--- src/rtl/magic_ctrl_if.sv ---
// cpu_bus: Z80-style CPU bus as seen by the magic controller.
//   mreq, ioreq : memory / I/O request qualifiers (active-high)
//   m1          : opcode fetch cycle marker
//   rd, wr      : read / write strobes
//   a[15:0]     : address bus
//   d[7:0]      : data bus value presented by the CPU or memory
interface cpu_bus;
    logic        mreq;
    logic        ioreq;
    logic        m1;
    logic        rd;
    logic        wr;
    logic [15:0] a;
    logic [7:0]  d;

    modport ctrl (input mreq, ioreq, m1, rd, wr, a, d);
endinterface

--- src/rtl/magic_ctrl.sv ---
// magic_ctrl: NMI / magic-ROM mapping controller with a byte-wide config
// register file reachable through the magic config I/O port.
//
// Ports:
//   clk28        system clock
//   rst          asynchronous active-high reset
//   bus          CPU bus (cpu_bus.ctrl): mreq, ioreq, m1, rd, wr, a, d
//   n_int        current INT level
//   n_int_next   INT level for the next cycle (frame edge = 1 -> 0)
//   nmi_src      level NMI trigger requests, one bit per source
//   n_nmi        NMI to the CPU, active-low
//   magic_mode   magic session active
//   magic_map    magic ROM/RAM mapped into the CPU space
//   cfg          flat config register contents, byte 0 reads as zero
//   cfg_wr_stb   one-cycle pulse per index on the first write cycle to it
//   d_out        config port read data
//   d_out_active d_out should drive the CPU data bus
module magic_ctrl #(
    parameter int                    NUM_SRC        = 4,
    parameter int                    NUM_REGS       = 16,
    parameter logic [NUM_REGS*8-1:0] CFG_RESET      = '0,
    parameter logic [15:0]           ENTRY_ADDR     = 16'h0066,
    parameter logic [15:0]           EXIT_ADDR      = 16'hF000,
    parameter logic [15:0]           REMAP_ADDR     = 16'hF008,
    parameter logic [7:0]            SIGNATURE      = 8'hEB,
    parameter logic [7:0]            CONFIG_PORT    = 8'hFF,
    parameter bit                    MAGIC_ON_START = 1'b1,
    parameter int                    TIMEOUT        = 4095
) (
    input  logic                    clk28,
    input  logic                    rst,
    cpu_bus.ctrl                    bus,
    input  logic                    n_int,
    input  logic                    n_int_next,
    input  logic [NUM_SRC-1:0]      nmi_src,
    output logic                    n_nmi,
    output logic                    magic_mode,
    output logic                    magic_map,
    output logic [NUM_REGS*8-1:0]   cfg,
    output logic [NUM_REGS-1:0]     cfg_wr_stb,
    output logic [7:0]              d_out,
    output logic                    d_out_active
);

    localparam int TW = (TIMEOUT < 2) ? 1 : $clog2(TIMEOUT + 1);

    typedef enum logic [2:0] {
        S_IDLE,
        S_NMI_PEND,
        S_CHECK,
        S_ACTIVE,
        S_UNMAP_WAIT,
        S_REMAP_WAIT
    } state_t;

    state_t               state, state_n;
    logic                 n_nmi_n, mode_n, map_n;
    logic [NUM_SRC-1:0]   cause, cause_n;
    logic                 to_flag, to_flag_n;
    logic [TW-1:0]        timer, timer_n;
    logic                 chk_seen, chk_seen_n;
    logic                 chk_match, chk_match_n;
    logic                 exit_req, exit_req_n;
    logic                 timeout_hit, drop_cause;

    // Byte 0 of the register file is the status/cause register and has no storage here.
    logic [NUM_REGS*8-1:8] cfg_q;
    logic                  wr_prev;
    logic [NUM_REGS-1:0]   stb_hit;
    logic [7:0]            status;

    logic       fetch, fetch_rd, mem_rd, frame_edge;
    logic       cfg_cs, cfg_wr, cfg_rd, idx_ok, clr_stat;
    logic [7:0] idx;

    assign fetch      = bus.m1 && bus.mreq;
    assign fetch_rd   = fetch && bus.rd;
    assign mem_rd     = bus.mreq && bus.rd;
    assign frame_edge = n_int && !n_int_next;

    assign idx      = bus.a[15:8];
    assign idx_ok   = ({1'b0, idx} < 9'(NUM_REGS));
    assign cfg_cs   = magic_map && bus.ioreq && (bus.a[7:0] == CONFIG_PORT);
    assign cfg_wr   = cfg_cs && bus.wr;
    assign cfg_rd   = cfg_cs && bus.rd && idx_ok;
    assign clr_stat = cfg_wr && (idx == 8'd0);

    assign cfg = {cfg_q, 8'h00};

    // Next-state and registered-output logic
    always_comb begin
        state_n     = state;
        n_nmi_n     = n_nmi;
        mode_n      = magic_mode;
        map_n       = magic_map;
        timer_n     = timer;
        chk_seen_n  = chk_seen;
        chk_match_n = chk_match;
        exit_req_n  = exit_req;
        timeout_hit = 1'b0;
        drop_cause  = 1'b0;

        case (state)
            S_IDLE: begin
                if (frame_edge && (|nmi_src)) begin
                    state_n = S_NMI_PEND;
                    n_nmi_n = 1'b0;
                    mode_n  = 1'b1;
                    timer_n = '0;
                end
            end
            S_NMI_PEND: begin
                // The vector fetch wins over a timeout landing on the same cycle.
                if (fetch && (bus.a == ENTRY_ADDR)) begin
                    n_nmi_n = 1'b1;
                    map_n   = 1'b1;
                    state_n = S_CHECK;
                end else if ((TIMEOUT != 0) && (timer == TW'(TIMEOUT - 1))) begin
                    n_nmi_n     = 1'b1;
                    mode_n      = 1'b0;
                    timeout_hit = 1'b1;
                    state_n     = S_IDLE;
                end else begin
                    timer_n = timer + TW'(1);
                end
            end
            S_CHECK: begin
                // Capture on the first opcode read, decide once that fetch has ended.
                if (!chk_seen) begin
                    if (fetch_rd) begin
                        chk_seen_n  = 1'b1;
                        chk_match_n = (bus.d == SIGNATURE);
                    end
                end else if (!fetch_rd) begin
                    chk_seen_n = 1'b0;
                    if (chk_match) begin
                        state_n = S_ACTIVE;
                    end else begin
                        state_n    = S_IDLE;
                        map_n      = 1'b0;
                        mode_n     = 1'b0;
                        drop_cause = 1'b1;
                    end
                end
            end
            S_ACTIVE: begin
                if (mem_rd && (bus.a == EXIT_ADDR)) begin
                    mode_n     = 1'b0;
                    exit_req_n = 1'b1;
                    state_n    = S_UNMAP_WAIT;
                end else if (mem_rd && (bus.a == REMAP_ADDR)) begin
                    exit_req_n = 1'b0;
                    state_n    = S_UNMAP_WAIT;
                end
            end
            S_UNMAP_WAIT: begin
                // Keep the ROM mapped until the exit/remap read cycle has completed.
                if (!bus.mreq) begin
                    map_n   = 1'b0;
                    state_n = exit_req ? S_IDLE : S_REMAP_WAIT;
                end
            end
            S_REMAP_WAIT: begin
                if (fetch) begin
                    map_n   = 1'b1;
                    state_n = S_ACTIVE;
                end
            end
            default: begin
                state_n = S_IDLE;
            end
        endcase

        // Status clear is applied before the new frame-edge triggers are merged in.
        if (drop_cause) begin
            cause_n = '0;
        end else if (clr_stat) begin
            cause_n = cause & ~bus.d[NUM_SRC-1:0];
        end else begin
            cause_n = cause;
        end
        if (frame_edge) begin
            cause_n = cause_n | nmi_src;
        end

        to_flag_n = (to_flag && !(clr_stat && bus.d[7])) || timeout_hit;
    end

    always_ff @(posedge clk28 or posedge rst) begin
        if (rst) begin
            if (MAGIC_ON_START) begin
                state      <= S_CHECK;
                magic_mode <= 1'b1;
                magic_map  <= 1'b1;
            end else begin
                state      <= S_IDLE;
                magic_mode <= 1'b0;
                magic_map  <= 1'b0;
            end
            n_nmi     <= 1'b1;
            cause     <= '0;
            to_flag   <= 1'b0;
            timer     <= '0;
            chk_seen  <= 1'b0;
            chk_match <= 1'b0;
            exit_req  <= 1'b0;
        end else begin
            state      <= state_n;
            magic_mode <= mode_n;
            magic_map  <= map_n;
            n_nmi      <= n_nmi_n;
            cause      <= cause_n;
            to_flag    <= to_flag_n;
            timer      <= timer_n;
            chk_seen   <= chk_seen_n;
            chk_match  <= chk_match_n;
            exit_req   <= exit_req_n;
        end
    end

    // Config register file, write strobes and read-enable
    always_comb begin
        stb_hit = '0;
        for (int i = 0; i < NUM_REGS; i++) begin
            stb_hit[i] = (idx == 8'(i));
        end
    end

    always_ff @(posedge clk28 or posedge rst) begin
        if (rst) begin
            cfg_q        <= CFG_RESET[NUM_REGS*8-1:8];
            wr_prev      <= 1'b0;
            cfg_wr_stb   <= '0;
            d_out_active <= 1'b0;
        end else begin
            for (int i = 1; i < NUM_REGS; i++) begin
                if (cfg_wr && (idx == 8'(i))) begin
                    cfg_q[i*8 +: 8] <= bus.d;
                end
            end
            wr_prev      <= cfg_wr;
            cfg_wr_stb   <= (cfg_wr && !wr_prev && idx_ok) ? stb_hit : '0;
            d_out_active <= cfg_rd;
        end
    end

    // Read mux follows the current index; d_out_active qualifies it.
    always_comb begin
        status                = '0;
        status[NUM_SRC-1:0]   = cause;
        status[7]             = to_flag;
        d_out                 = 8'h00;
        if (idx == 8'd0) begin
            d_out = status;
        end
        for (int i = 1; i < NUM_REGS; i++) begin
            if (idx == 8'(i)) begin
                d_out = cfg_q[i*8 +: 8];
            end
        end
    end

endmodule

--- src/flat_wrapper.sv ---
// flat-port wrapper written by rule: the top's interface ports become plain ports
module magic_ctrl_flat 
#(
    parameter int                    NUM_SRC        = 4,
    parameter int                    NUM_REGS       = 16,
    parameter logic [NUM_REGS*8-1:0] CFG_RESET      = '0,
    parameter logic [15:0]           ENTRY_ADDR     = 16'h0066,
    parameter logic [15:0]           EXIT_ADDR      = 16'hF000,
    parameter logic [15:0]           REMAP_ADDR     = 16'hF008,
    parameter logic [7:0]            SIGNATURE      = 8'hEB,
    parameter logic [7:0]            CONFIG_PORT    = 8'hFF,
    parameter bit                    MAGIC_ON_START = 1'b1,
    parameter int                    TIMEOUT        = 4095
)
  (clk28, rst, n_int, n_int_next, nmi_src, n_nmi, magic_mode, magic_map, cfg, cfg_wr_stb, d_out, d_out_active, bus_mreq, bus_ioreq, bus_m1, bus_rd, bus_wr, bus_a, bus_d);
  cpu_bus bus_i ();
  input  logic clk28;
  input  logic rst;
  input  logic n_int;
  input  logic n_int_next;
  input  logic [NUM_SRC-1:0] nmi_src;
  output logic n_nmi;
  output logic magic_mode;
  output logic magic_map;
  output logic [NUM_REGS*8-1:0] cfg;
  output logic [NUM_REGS-1:0] cfg_wr_stb;
  output logic [7:0] d_out;
  output logic d_out_active;
  input wire logic [$bits(bus_i.mreq)-1:0] bus_mreq;
  input wire logic [$bits(bus_i.ioreq)-1:0] bus_ioreq;
  input wire logic [$bits(bus_i.m1)-1:0] bus_m1;
  input wire logic [$bits(bus_i.rd)-1:0] bus_rd;
  input wire logic [$bits(bus_i.wr)-1:0] bus_wr;
  input wire logic [$bits(bus_i.a)-1:0] bus_a;
  input wire logic [$bits(bus_i.d)-1:0] bus_d;
  assign bus_i.mreq = bus_mreq;
  assign bus_i.ioreq = bus_ioreq;
  assign bus_i.m1 = bus_m1;
  assign bus_i.rd = bus_rd;
  assign bus_i.wr = bus_wr;
  assign bus_i.a = bus_a;
  assign bus_i.d = bus_d;
  magic_ctrl #(.NUM_SRC(NUM_SRC), .NUM_REGS(NUM_REGS), .CFG_RESET(CFG_RESET), .ENTRY_ADDR(ENTRY_ADDR), .EXIT_ADDR(EXIT_ADDR), .REMAP_ADDR(REMAP_ADDR), .SIGNATURE(SIGNATURE), .CONFIG_PORT(CONFIG_PORT), .MAGIC_ON_START(MAGIC_ON_START), .TIMEOUT(TIMEOUT)) u_core (.clk28(clk28), .rst(rst), .bus(bus_i), .n_int(n_int), .n_int_next(n_int_next), .nmi_src(nmi_src), .n_nmi(n_nmi), .magic_mode(magic_mode), .magic_map(magic_map), .cfg(cfg), .cfg_wr_stb(cfg_wr_stb), .d_out(d_out), .d_out_active(d_out_active));
endmodule
--- config.mk ---
export PLATFORM = sky130hd
export DESIGN_NAME = magic_ctrl_flat
export DESIGN_NICKNAME = d
export VERILOG_FILES = /design/src/rtl/magic_ctrl_if.sv /design/src/rtl/magic_ctrl.sv /design/src/flat_wrapper.sv
export SDC_FILE = /design/constraint.sdc
export NUM_CORES = 1
export LEC_CHECK = 0
export ABC_AREA = 1
export BUFFER_PORTS_ARGS = -buffer_cell sky130_fd_sc_hd__buf_2
export CORE_MARGIN = 5
export CORE_UTILIZATION = 54
export CTS_BUF_LIST = sky130_fd_sc_hd__clkbuf_8 sky130_fd_sc_hd__clkbuf_16
export CTS_CLUSTER_DIAMETER = 40
export DETAILED_ROUTE_END_ITERATION = 10
export PLACE_DENSITY = 0.81
export SLEW_MARGIN = 20
export SYNTH_ARGS = -nofsm -noshare
export SYNTH_HDL_FRONTEND = slang
export SYNTH_SLANG_ARGS = --single-unit
--- constraint.sdc ---
create_clock -name clk28 -period 5.65 [get_ports clk28]
set_input_delay 0 -clock clk28 [delete_from_list [all_inputs] [get_ports clk28]]
set_output_delay 0 -clock clk28 [all_outputs]
set_load 0.05 [all_outputs]
# After elaboration in Yosys (flattened, before gate mapping)

Cells that the tools add are included.

Flip-flop bits (word level): 164
Bits of input ports: 37
Output and inout bits: 156
Logic and storage cells: 186

$add $sub $neg: 1
Order comparisons: 1
Equality and inequality tests: 39
Muxes and demuxes: 62
Bitwise operators: 4
Reductions and logical operators: 51

Operator list:

| kind                                                                    | count |
|---|---|
| 8-bit 2-to-1 mux                                                        | 16 |
| 8-bit by 4-bit == test with 1-bit output, second input constant         | 8 |
| 12-bit 2-to-1 mux                                                       | 3 |
| 1-bit logical AND                                                       | 33 |
| 16-bit == test, second input constant                                   | 2 |
| 8-bit by 3-bit == test with 1-bit output, second input constant         | 4 |
| 3-bit 2-to-1 mux                                                        | 10 |
| 12-bit case mux with 2 select lines                                     | 1 |
| 1-bit 2-to-1 mux                                                        | 23 |
| 3-bit case mux with 6 select lines                                      | 1 |
| 16-bit by 7-bit == test with 1-bit output, second input constant        | 1 |
| 8-bit by 2-bit == test with 1-bit output, second input constant         | 2 |
| 8-bit == test, second input constant                                    | 2 |
| 16-bit 2-to-1 mux                                                       | 1 |
| 7-bit AND reduction                                                     | 2 |
| 12-bit by 1-bit adder with 12-bit output, second input constant         | 1 |
| 12-bit == test, second input constant                                   | 1 |
| 4-bit 2-to-1 mux                                                        | 3 |
| 2-bit by 1-bit inequality test with 1-bit output, second input constant | 6 |
| 2-bit inequality test, second input constant                            | 5 |
| 8-bit by 1-bit == test with 1-bit output, second input constant         | 1 |
| 8-bit logical NOT                                                       | 1 |
| 8-bit by 5-bit < comparator with 1-bit output, second input constant    | 1 |
| 1-bit case mux with 4 select lines                                      | 2 |
| 20 further kinds                                                        | 28 |

# Longest topological paths before layout

Gate-level depths: netlist of the first run.

Depth after elaboration: 17
Gate-level depth with buffers: 15
Gate-level depth less buffers: 13

# Worst setup path after synthesis of the first run

OpenSTA, ideal clock, no wires.

Path type: register to register
From: reg u_core.magic_map
To: reg u_core.cfg_q[88] (netlist name)
Library setup time: 134 ps
Data arrival time: 1908 ps
Data required time: 5516 ps
Setup slack: 3608 ps
Stages on the path, launching flop included: 10
Path buffers: 3
Clock period less this slack: 2042 ps
Cells stage by stage: dfstp_2 nand2_1 nor4_2 and2_1 buf_4 buf_6 nand2_1 buf_2 nand2_1 o21ai_0

Longest elaborated chain between the ends: 4

Ends and longest elaborated chain:

| item                           | RTL line          | source |
|---|---|---|
| start, declared                | magic_ctrl.sv:38  | `output logic magic_map,` |
| start signal, assigned         | magic_ctrl.sv:210 | `magic_map <= map_n;` |
| 1-bit logical AND (2 in a row) | magic_ctrl.sv:83  | `assign cfg_cs = magic_map && bus.ioreq && (bus.a[7:0] == CONFIG_PORT);` |
| 1-bit logical AND              | magic_ctrl.sv:84  | `assign cfg_wr = cfg_cs && bus.wr;` |
| net u_core.cfg_wr              | magic_ctrl.sv:73  | `logic cfg_cs, cfg_wr, cfg_rd, idx_ok, clr_stat;` |
| 1-bit logical AND              | magic_ctrl.sv:237 | `if (cfg_wr && (idx == 8'(i))) begin` |
| end signal, assigned           | magic_ctrl.sv:231 | `cfg_q <= CFG_RESET[NUM_REGS*8-1:8];` |
| end signal, assigned by index  | magic_ctrl.sv:238 | `cfg_q[i*8 +: 8] <= bus.d;` |
| end, declared                  | magic_ctrl.sv:67  | `logic [NUM_REGS*8-1:8] cfg_q;` |

The timed path passes the listed nets, and every way through them passes these cells.
A chain may end at the register's enable or synchronous reset.

# Worst setup path in the final report of the first run

From: reg u_core.magic_map
To: reg u_core.cfg_q[54] (netlist name)

Longest elaborated chain between the ends: 4

Ends and longest elaborated chain:

| item                           | RTL line |
|---|---|
| 1-bit logical AND (2 in a row) | magic_ctrl.sv:83 |
| 1-bit logical AND              | magic_ctrl.sv:84 |
| 1-bit logical AND              | magic_ctrl.sv:237 |

No other way between the ends.

==> results.md, run 1 <==
- Top-area cell type share of the netlist area: 51.72%
- Synth Instances: 949
- CP Capture Type: register
- Post-route ant nets: 0
- Synth area leader: dfrtp_1
- Layout cells sized above 1: 22.49%
- Setup Crit Path Kind: register to register
- Mean Syn Cell Area: 8.157 µm²
- Worst hold stages: 6
- Worst-Margin Slew: 0.9568 ns
- EDFF count, synth: 0
- Row count: 43
- Largest net degree at the start of global routing: 97
- Global-route wire length before repair: 36.33 mm
- Root Driver: clkbuf_16
- Clk sinks: 164
- GRT Overall Usage: 28.23%
- Top_reg_cell synth: dfrtp_1
- Fin. Hold Viols: 0
- Via count: 7,289
- Max Transition Viols Final: 0
- Post-Syn Area: 7741 µm²
- Reg2reg end: u_core.cfg_q[54]
- P_leak: 4.834 nW
- CTS Buf Count: 17
- Power per cell area: 296.8 nW/µm²
- Ys Warns: 0
- Slew Limit Headroom: 35.72%
- Vias per std cell: 5.489
- R2R Setup Slk: 2.97 ns
- Hold Buf Count CTS: 14
- # setup viols final: 0
- # IOs: 193
- Required time of the critical path: 5.93 ns
- FF+latch count, synth: 164
- Port Buf Inserts: 184
- Reg area: 4109 µm²
- Fin crit period: 2.685 ns
- Reg-to-reg startpoint: u_core.magic_map
- Arrival time of the worst setup path: 2.97 ns
- Fin Setup TNS: 0 ns
- Max Fclk: 0.3725 GHz
- # DRC: 0
- Period utilisation layout: 47.52%
- Most frequent cells in the layout: nand2_1, buf_2, dfrtp_1
- Wire per inst: 17.64 µm
- Total congestion overflow: 0
- Area contributors post-synth: dfrtp_1, nand2_1, o21ai_0, inv_1, nor2_1
- Maximum vdd drop: 0.0002369 V
- Clock buffer depth: 2
- Origin of the worst setup path: u_core.magic_map
- Seq/Total Area, Yosys: 53.08%
- RD Place Congestion: 0.9298
- Synth cell types: 46
- Die area: 16,830 µm²
- Post-DP HPWL: 16.49 mm
- Worst skew pair latency: 0.44 ns
- Multi-input logic area: 3144 µm²
- Commonest non-fill, non-tap cell in the layout: nand2_1
- RSZ-0062 raised after global routing: false
- Async SR Flop Fraction: 100.0%
- Final wirelength: 23.43 mm
- Worst Skew: 0.007987 ns
- Resized cells post-CTS: 0
- Hold Crit Endpoint: u_core.exit_req
- DP Area: 8720 µm²
- Area grow syn2layout: 21.92%
- Max_cap viols: 0
- Vias in the first global route: 6,891
- Outcome: finished, final reports clean
- Clock transition at the registers of the reported paths: 0.06 ns
- Initial Utilization: 55.34%
- Core Region: 13,990 µm²
- R2R depth: 6
- Worst min path class: input port to register
- Hold_sp: bus_a[7]
- Worst setup SP type: register
- Setup bufs post-CTS: 0
- TritonCTS clock tree: built
- Layout net count: 1,175
- Initial DRC Count: 835
- Layout fillers: 1,181
- Vert. Die Dim: 129.7 µm
- Antenna violations before repair: 1
- Design Area, Final: 9438 µm²
- Die X-Extent: 129.7 µm
- Top fanout value on the critical path: 17
- DRT Pass-1 Iters: 6
- Htree depth: 4
-- flip-flops by register name, indices dropped and copies added (netlist names), 3 cells and up --
| register | cells |
|---|---|
| u_core.state | 3 |
| u_core.cfg_wr_stb | 16 |
| u_core.cfg_q | 120 |
| u_core.timer | 12 |
| u_core.cause | 4 |
-- area by class of cell --
class | instances | area share [%]
well taps | 180 | 2.386
flip-flops and latches | 164 | 43.54
inverters | 82 | 3.314
clock inverters | 10 | 1.153
repair buffers | 199 | 11.32
multi-input cells | 672 | 33.32
diodes | 1 | 0.02651
clock buffers | 20 | 4.945
-- cell usage after synthesis (all sizes together), types with 2 or more instances --
cell	number
dfstp	4
or2	15
nand3	40
a31oi	3
nor2	88
nand2	291
nor3	14
nor4	4
buf	21
and2	4
o22ai	4
o31ai	4
ha	2
o211ai	2
nand4	32
dfrtp	160
xor2	2
inv	81
and3	2
o21ai	142
a21oi	7
clkbuf	17
-- cell families after synthesis --
family | share of synthesized area [%]
and+or+nand+nor | 28.12
AOI/OAI and AO/OA | 11.36
DFF | 53.08
buffers and inverters | 6.643
adders and majority gates | 0.3232
xor gates and xnor gates | 0.2263
other | 0.04844
muxes | 0.1939
-- through the flow --
| stage | setup WS, ns | cells | power, mW | util (%) | hold WS (ns) |
|---|---|---|---|---|---|
| 2_1_floorplan | 1.223 | 956 | 1.572 | - | 0.1210 |
| 3_3_place_gp | 3.141 | 1283 | 1.650 | 62.33 | 0.2263 |
| 3_5_place_dp | 2.975 | 1283 | 1.658 | 62.33 | 0.2297 |
| 4_1_cts | 2.985 | 1327 | 2.796 | 67.45 | 0.008959 |
| 5_1_grt | 2.679 | 1328 | 2.910 | 67.47 | 0.06905 |
| 6_report | 2.965 | 1328 | 2.801 | 67.47 | 0.01721 |
-- critical path, cell delays in order, from the launching register on --
cell     delay [ns]
dfstp_2        0.54
nand2_1        0.08
nor4_2         0.28
and2_1         0.71
nand3_1        0.61
nand2_1        0.21
o21ai_0        0.11
-- where the power goes --
group	total [mW]	switching [mW]	internal, mW
logic	0.407	0.288	0.119
registers	1.25	0.0299	1.22
clock network	1.14	0.466	0.676
total	2.80	0.784	2.02
-- per-layer routing --
metal | vias to the layer above | share of wire [%] | global-route usage (%)
met5 | - | 0 | 0
met1 | 3366 | 41 | 38.40
met4 | 0 | 3.5 | 12.90
li1 | 3467 | - | -
met3 | 67 | 9.4 | 5.772
met2 | 389 | 46 | 44.04
-- worst max path at each step --
stage	endpoint	slack (ns)	cells past startpoint
finish	u_core.cfg_q[54]	2.97	6
global route	u_core.cfg_q[52]	2.68	6
CTS	u_core.cfg_q[54]	2.99	6
detailed placement	u_core.cfg_q[54]	2.97	6
global placement	u_core.cfg_q[51]	3.14	6
floorplan	u_core.cause[0]	1.22	1
Note: power is estimated with default switching activity, not from simulation.
==> run 2, diff against run 1 <==
ABC_AREA = 0   (was 1)
CORE_UTILIZATION = 49   (was 54)
PLACE_DENSITY = 0.77   (was 0.81)
clock period = 2.2 ns   (was 5.65 ns; I/O delays follow)
==> results.md, run 2 <==
- Outcome: finished, final reports clean
- FF+latch count, synth: 164
- Ys Warns: 0
- Slowest CP cell: dfrtp_1
- Worst path cell trace: inv_1, o32ai_1, a2bb2oi_1, o21ai_0, a41oi_2, clkbuf_4
- Port Buf Inserts: 184
- Maximum vdd drop: 0.0006461 V
- Synth cell types: 73
- Row count: 47
- Arrival time of the worst setup path: 2.15 ns
- Fin. Hold Viols: 0
- Post-Place Worst Slack: 0.02583 ns
- Top reg by flops: u_core.cfg_q
- Worst Skew: 0.008263 ns
- Vert. Die Dim: 140.5 µm
- Critical Path Max Stage Delay: 0.38 ns
- Core Region: 16,640 µm²
- Commonest cells in the netlist: dfrtp_1, mux2_2, nand2_1
- Async SR Flop Fraction: 100.0%
- # IOs: 193
- Max Fclk: 0.4645 GHz
- Most common cell in the netlist: dfrtp_1
- Commonest non-fill, non-tap cell in the layout: buf_2
- Worst-Margin Slew: 0.5839 ns
- Final wirelength: 26.81 mm
- Most frequent cells in the layout: buf_2, dfrtp_1, mux2_2
- Antenna violations before repair: 0
- Worst setup SP type: register
- Mean Syn Cell Area: 11.33 µm²
- Top-area cell type share of the netlist area: 48.00%
- CP Capture Type: output pin
- # setup viols final: 0
- DP Area: 9902 µm²
- RSZ-0062 raised after global routing: true
- Initial DRC Count: 765
- Required time of the critical path: 2.20 ns
- Die X-Extent: 140.5 µm
- Area grow syn2layout: 27.62%
- Setup Crit Path Kind: register to output pin
- Largest regs: u_core.cfg_q (120), u_core.cfg_wr_stb (16), u_core.timer (12)
- Worst skew pair latency: 0.44 ns
- Layout cells sized above 1: 45.16%
- CTS Buf Count: 17
- Htree depth: 4
- EDFF count, synth: 0
- Layout net count: 988
- Max Transition Viols Final: 0
- GRT Overall Usage: 27.09%
- Design Area, Final: 10,640 µm²
- Top fanout value on the critical path: 2
- DRT Pass-1 Iters: 5
- Max_cap viols: 0
- Reg-to-reg startpoint: u_core.magic_map
- Die area: 19,730 µm²
- Via count: 7,338
- Area contributors post-synth: dfrtp_1, mux2_2, nor4_1, nand2_1, o21ai_0
- Top_reg_cell synth: dfrtp_1
- Synth Instances: 736
- Vias per std cell: 6.213
- Origin of the worst setup path: u_core.cfg_q[26]
- Clock transition at the registers of the reported paths: 0.07 ns
- Post-Syn Area: 8340 µm²
- Wire per inst: 22.70 µm
- Total congestion overflow: 0
- Vias in the first global route: 7,377
- P_leak: 5.448 nW
- Largest net degree at the start of global routing: 67
- RD Place Congestion: 0.9236
- Clock buffer depth: 2
- Max reg flops: 120
- Slew Limit Headroom: 60.66%
- Worst min path class: input port to register
- Clk sinks: 164
- Power per cell area: 731.9 nW/µm²
- Global-route wire length before repair: 41.70 mm
- Period utilisation layout: 97.85%
- TritonCTS clock tree: built
- Fin crit period: 2.153 ns
- Worst Slack Setup Final: 0.04733 ns
- # diodes: 0
- Post-DP HPWL: 18.97 mm
- Root Driver: clkbuf_16
- Tot Pwr: 7.790 mW
- Synth area leader: dfrtp_1
- Hold_sp: n_int_next
- Final core utilization: 63.96%
- Post-route ant nets: 0
- # DRC: 0
- Initial Utilization: 50.12%
- Seq/Total Area, Yosys: 49.26%
-- run 2: path summary, 6_finish.rpt --
path                       slack (ns)  depth (start not counted)                end
setup / recovery                 0.05                          6           d_out[2]
hold / removal                   0.03                          3    u_core.cause[3]
max in group asynchronous        1.41                          4  u_core.cfg_q[110]
min in group asynchronous        0.04                          3  u_core.cfg_q[116]
hold reg to reg                  0.48                          2       u_core.n_nmi
setup reg to reg                 0.06                          6  u_core.cfg_q[123]
-- run 2: timing repair --
action	4_1_cts	5_1_grt
endpoints found under the setup margin	2	97
resized for setup	4	14
endpoints found under the hold margin	167	0
hold buffers	10	0
setup buffers	0	0
cloned	0	0
-- run 2: kinds of logic after synthesis --
| group | share of synthesized area, % |
|---|---|
| other | 0.04496 |
| buffers and inverters | 3.990 |
| muxes | 19.77 |
| adders and majority gates | 0.3000 |
| AOI/OAI and AO/OA | 12.03 |
| and+or+nand+nor | 14.60 |
| DFF | 49.26 |
-- run 2: report_power, final --
group	total, mW	internal [mW]	switching, mW
registers	3.32	3.19	0.132
logic	1.49	0.611	0.881
clock network	2.98	1.72	1.26
-- run 2: through the flow --
stage	TNS [ns]	hold slack, ns	instances
after floorplan	0	0.09745	743
after global placement	0	-0.07197	1140
after detailed placement	0	-0.07050	1140
after CTS	0	0.01852	1181
after global routing	-0.01934	0.03335	1181
final	0	0.02624	1181
-- run 2: cell type report --
cell class / count / area (µm²)
Clock inverter: 12 / 131.4
Timing Repair Buffer: 245 / 1540
Clock buffer: 19 / 452.9
Tap cell: 220 / 275.3
Fill cell: 1323 / 5998
Inverter: 15 / 62.56
Multi-Input combinational cell: 506 / 4073
Sequential cell: 164 / 4109
-- run 2: metal layers --
layer | share of wire, % | vias to the layer above | global-route usage [%]
met5 | 0 | - | 0
met2 | 46 | 445 | 42.14
li1 | - | 3184 | -
met1 | 40 | 3637 | 36.79
met3 | 10 | 72 | 6.339
met4 | 3.3 | 0 | 10.86
-- run 2: critical path, delay by kind of cell, from the launching register on --
| family | cells | cell delay, ns |
|---|---|---|
| AOI/OAI and AO/OA | 4 | 1.02 |
| buffers and inverters | 2 | 0.33 |
| DFF | 1 | 0.38 |
==> run 3, diff against run 2 <==
CELL_PAD_IN_SITES_DETAIL_PLACEMENT = 0   (was default)
CELL_PAD_IN_SITES_GLOBAL_PLACEMENT = 1   (was default)
CORE_UTILIZATION = 38   (was 49)
PLACE_DENSITY = default   (was 0.77)
PLACE_DENSITY_LB_ADDON = 0.1   (was default)
==> results.md, run 3 (synthesis gave the netlist of run 2 again) <==
- Hold Crit Endpoint: u_core.cause[0]
- Layout net count: 1,006
- Max Transition Viols Final: 0
- Arrival time of the worst setup path: 2.13 ns
- Worst hold stages: 3
- M2 GR Usage: 37.58%
- Post-DP HPWL: 21.64 mm
- Required time of the critical path: 2.20 ns
- GRT Overall Usage: 23.71%
- Outcome: finished, final reports clean
- Met1 Track Usage GR: 33.26%
- Root Driver: clkbuf_16
- P_leak: 5.604 nW
- Total congestion overflow: 0
- Reg2reg end: u_core.cfg_q[57]
- Placed cell count: 1,215
- Worst-Margin Slew: 0.7596 ns
- Fin. Hold Viols: 0
- Initial Utilization: 38.46%
- Max Fclk: 0.4700 GHz
- Worst min path class: input port to register
- R2R depth: 6
- Most frequent cells in the layout: buf_2, dfrtp_1, mux2_2
- Max reg flops: 120
- # setup viols final: 0
- Reg-to-reg startpoint: u_core.magic_map
- RSZ-0062 raised after global routing: false
- Commonest non-fill, non-tap cell in the layout: buf_2
- TritonCTS clock tree: built
- Wire per inst: 23.29 µm
- Fin crit period: 2.128 ns
- Die X-Extent: 158.2 µm
- # IOs: 193
- Final wirelength: 29.35 mm
- Top fanout value on the critical path: 12
- Row count: 54
- Largest regs: u_core.cfg_q (120), u_core.cfg_wr_stb (16), u_core.timer (12)
- Hold_sp: n_int_next
- Initial DRC Count: 386
- Setup Crit Path Kind: input port to output pin
- Clk sinks: 164
- Clock transition at the registers of the reported paths: 0.06 ns
- Vias in the first global route: 7,454
- Worst skew pair latency: 0.42 ns
- Core Region: 21,690 µm²
- Slew Limit Headroom: 49.25%
- Layout cells sized above 1: 46.94%
- Antenna violations before repair: 1
- Vias per std cell: 5.645
- Clock buffer depth: 2
- Period utilisation layout: 96.72%
- Max_cap viols: 0
- Port Buf Inserts: 184
- Fin Setup TNS: 0 ns
- R2R Setup Slk: 0.09 ns
- Hold Slack: 0.03075 ns
- DRT Pass-1 Iters: 5
- Final core utilization: 50.61%
- Global-route wire length before repair: 44.93 mm
- CTS Buf Count: 17
- Via count: 7,113
- Area grow syn2layout: 31.61%
- # DRC: 0
- Vert. Die Dim: 158.2 µm
- Largest net degree at the start of global routing: 45
- Worst Skew: 0.007050 ns
- Routing usage on met3: 5.030%
- # diodes: 0
- RD Place Congestion: 0.8811
- Non-filler cells, final: 1,260
- Power per cell area: 756.1 nW/µm²
- Post-route ant nets: 0
- GRT busiest layer: met2
- Htree depth: 4
- Maximum vdd drop: 0.0004833 V
- Top reg by flops: u_core.cfg_q
- Worst setup SP type: input port
- Die area: 25,010 µm²
- CP Capture Type: output pin
run 3: cell count changes in the layout (fill, tap and decap cells not counted), moves of 2 or more:
| cell | previous run | this run |
|---|---|---|
| inv_8 | 0 | 2 |
| bufinv_16 | 2 | 5 |
| clkbuf_4 | 3 | 1 |
| inv_6 | 2 | 6 |
| buf_4 | 41 | 61 |
| clkinvlp_4 | 6 | 1 |
| inv_1 | 15 | 13 |
| and3_1 | 22 | 20 |
run 3: cell type report:
| class | instances | area [µm²] |
|---|---|---|
| fillers | 2011 | 10710 |
| flip-flops and latches | 164 | 4109 |
| multi-input cells | 506 | 4099 |
| repair buffers | 263 | 1684 |
| clock buffers | 18 | 439.2 |
| well taps | 280 | 350.3 |
| clock inverters | 14 | 234.0 |
| inverters | 15 | 61.31 |
run 3: how the worst max path moves through the flow:
stage	from	end	slack, ns
2_1_floorplan	u_core.magic_map	u_core.cfg_q[112]	0.0001
6_report	bus_a[12]	d_out[1]	0.07
3_5_place_dp	bus_a[8]	d_out[0]	-0.02
5_1_grt	u_core.cfg_q[46]	d_out[6]	0.003
3_3_place_gp	bus_a[8]	d_out[0]	-0.05
4_1_cts	u_core.cfg_q[45]	d_out[5]	0.006
run 3: per-stage QoR:
step	total power [mW]	setup WS (ns)	area, µm²
after floorplan	4.373	0.0001399	8492
after global placement	4.867	-0.04567	10100
after detailed placement	4.900	-0.01928	10100
after CTS	8.354	0.005648	10930
after global routing	8.662	0.003471	10980
final	8.300	0.07221	10980
run 3: report_power, final:
| group | internal [mW] | leakage [nW] | switching (mW) |
|---|---|---|---|
| Sequential | 3.18 | 2.23 | 0.127 |
| Combinational | 0.634 | 3.04 | 0.931 |
| Clock | 2.09 | 0.331 | 1.33 |
run 3: routing by layer:
layer	up-vias	wire length [µm]
li1	3223	-
met1	3596	13100
met2	256	14030
met3	36	1721
met4	2	483
met5	-	7
run 3: critical path, cell delays in order:
cell      delay, ns
buf_2          0.12
or4_1          0.59
buf_4          0.24
nor2_2         0.26
nand2_1        0.13
buf_4          0.20
o22ai_1        0.24
o31ai_2        0.12
clkbuf_4       0.22
run 3: what timing repair did:
| item | 4_1_cts | 5_1_grt |
|---|---|---|
| hold endpoints to repair | 29 | 0 |
| pin swaps | 1 | 5 |
| hold buffers | 10 | 0 |
| buffers inserted | 1 | 2 |
| endpoints found under the setup margin | 11 | 47 |
| gates resized for setup | 9 | 12 |
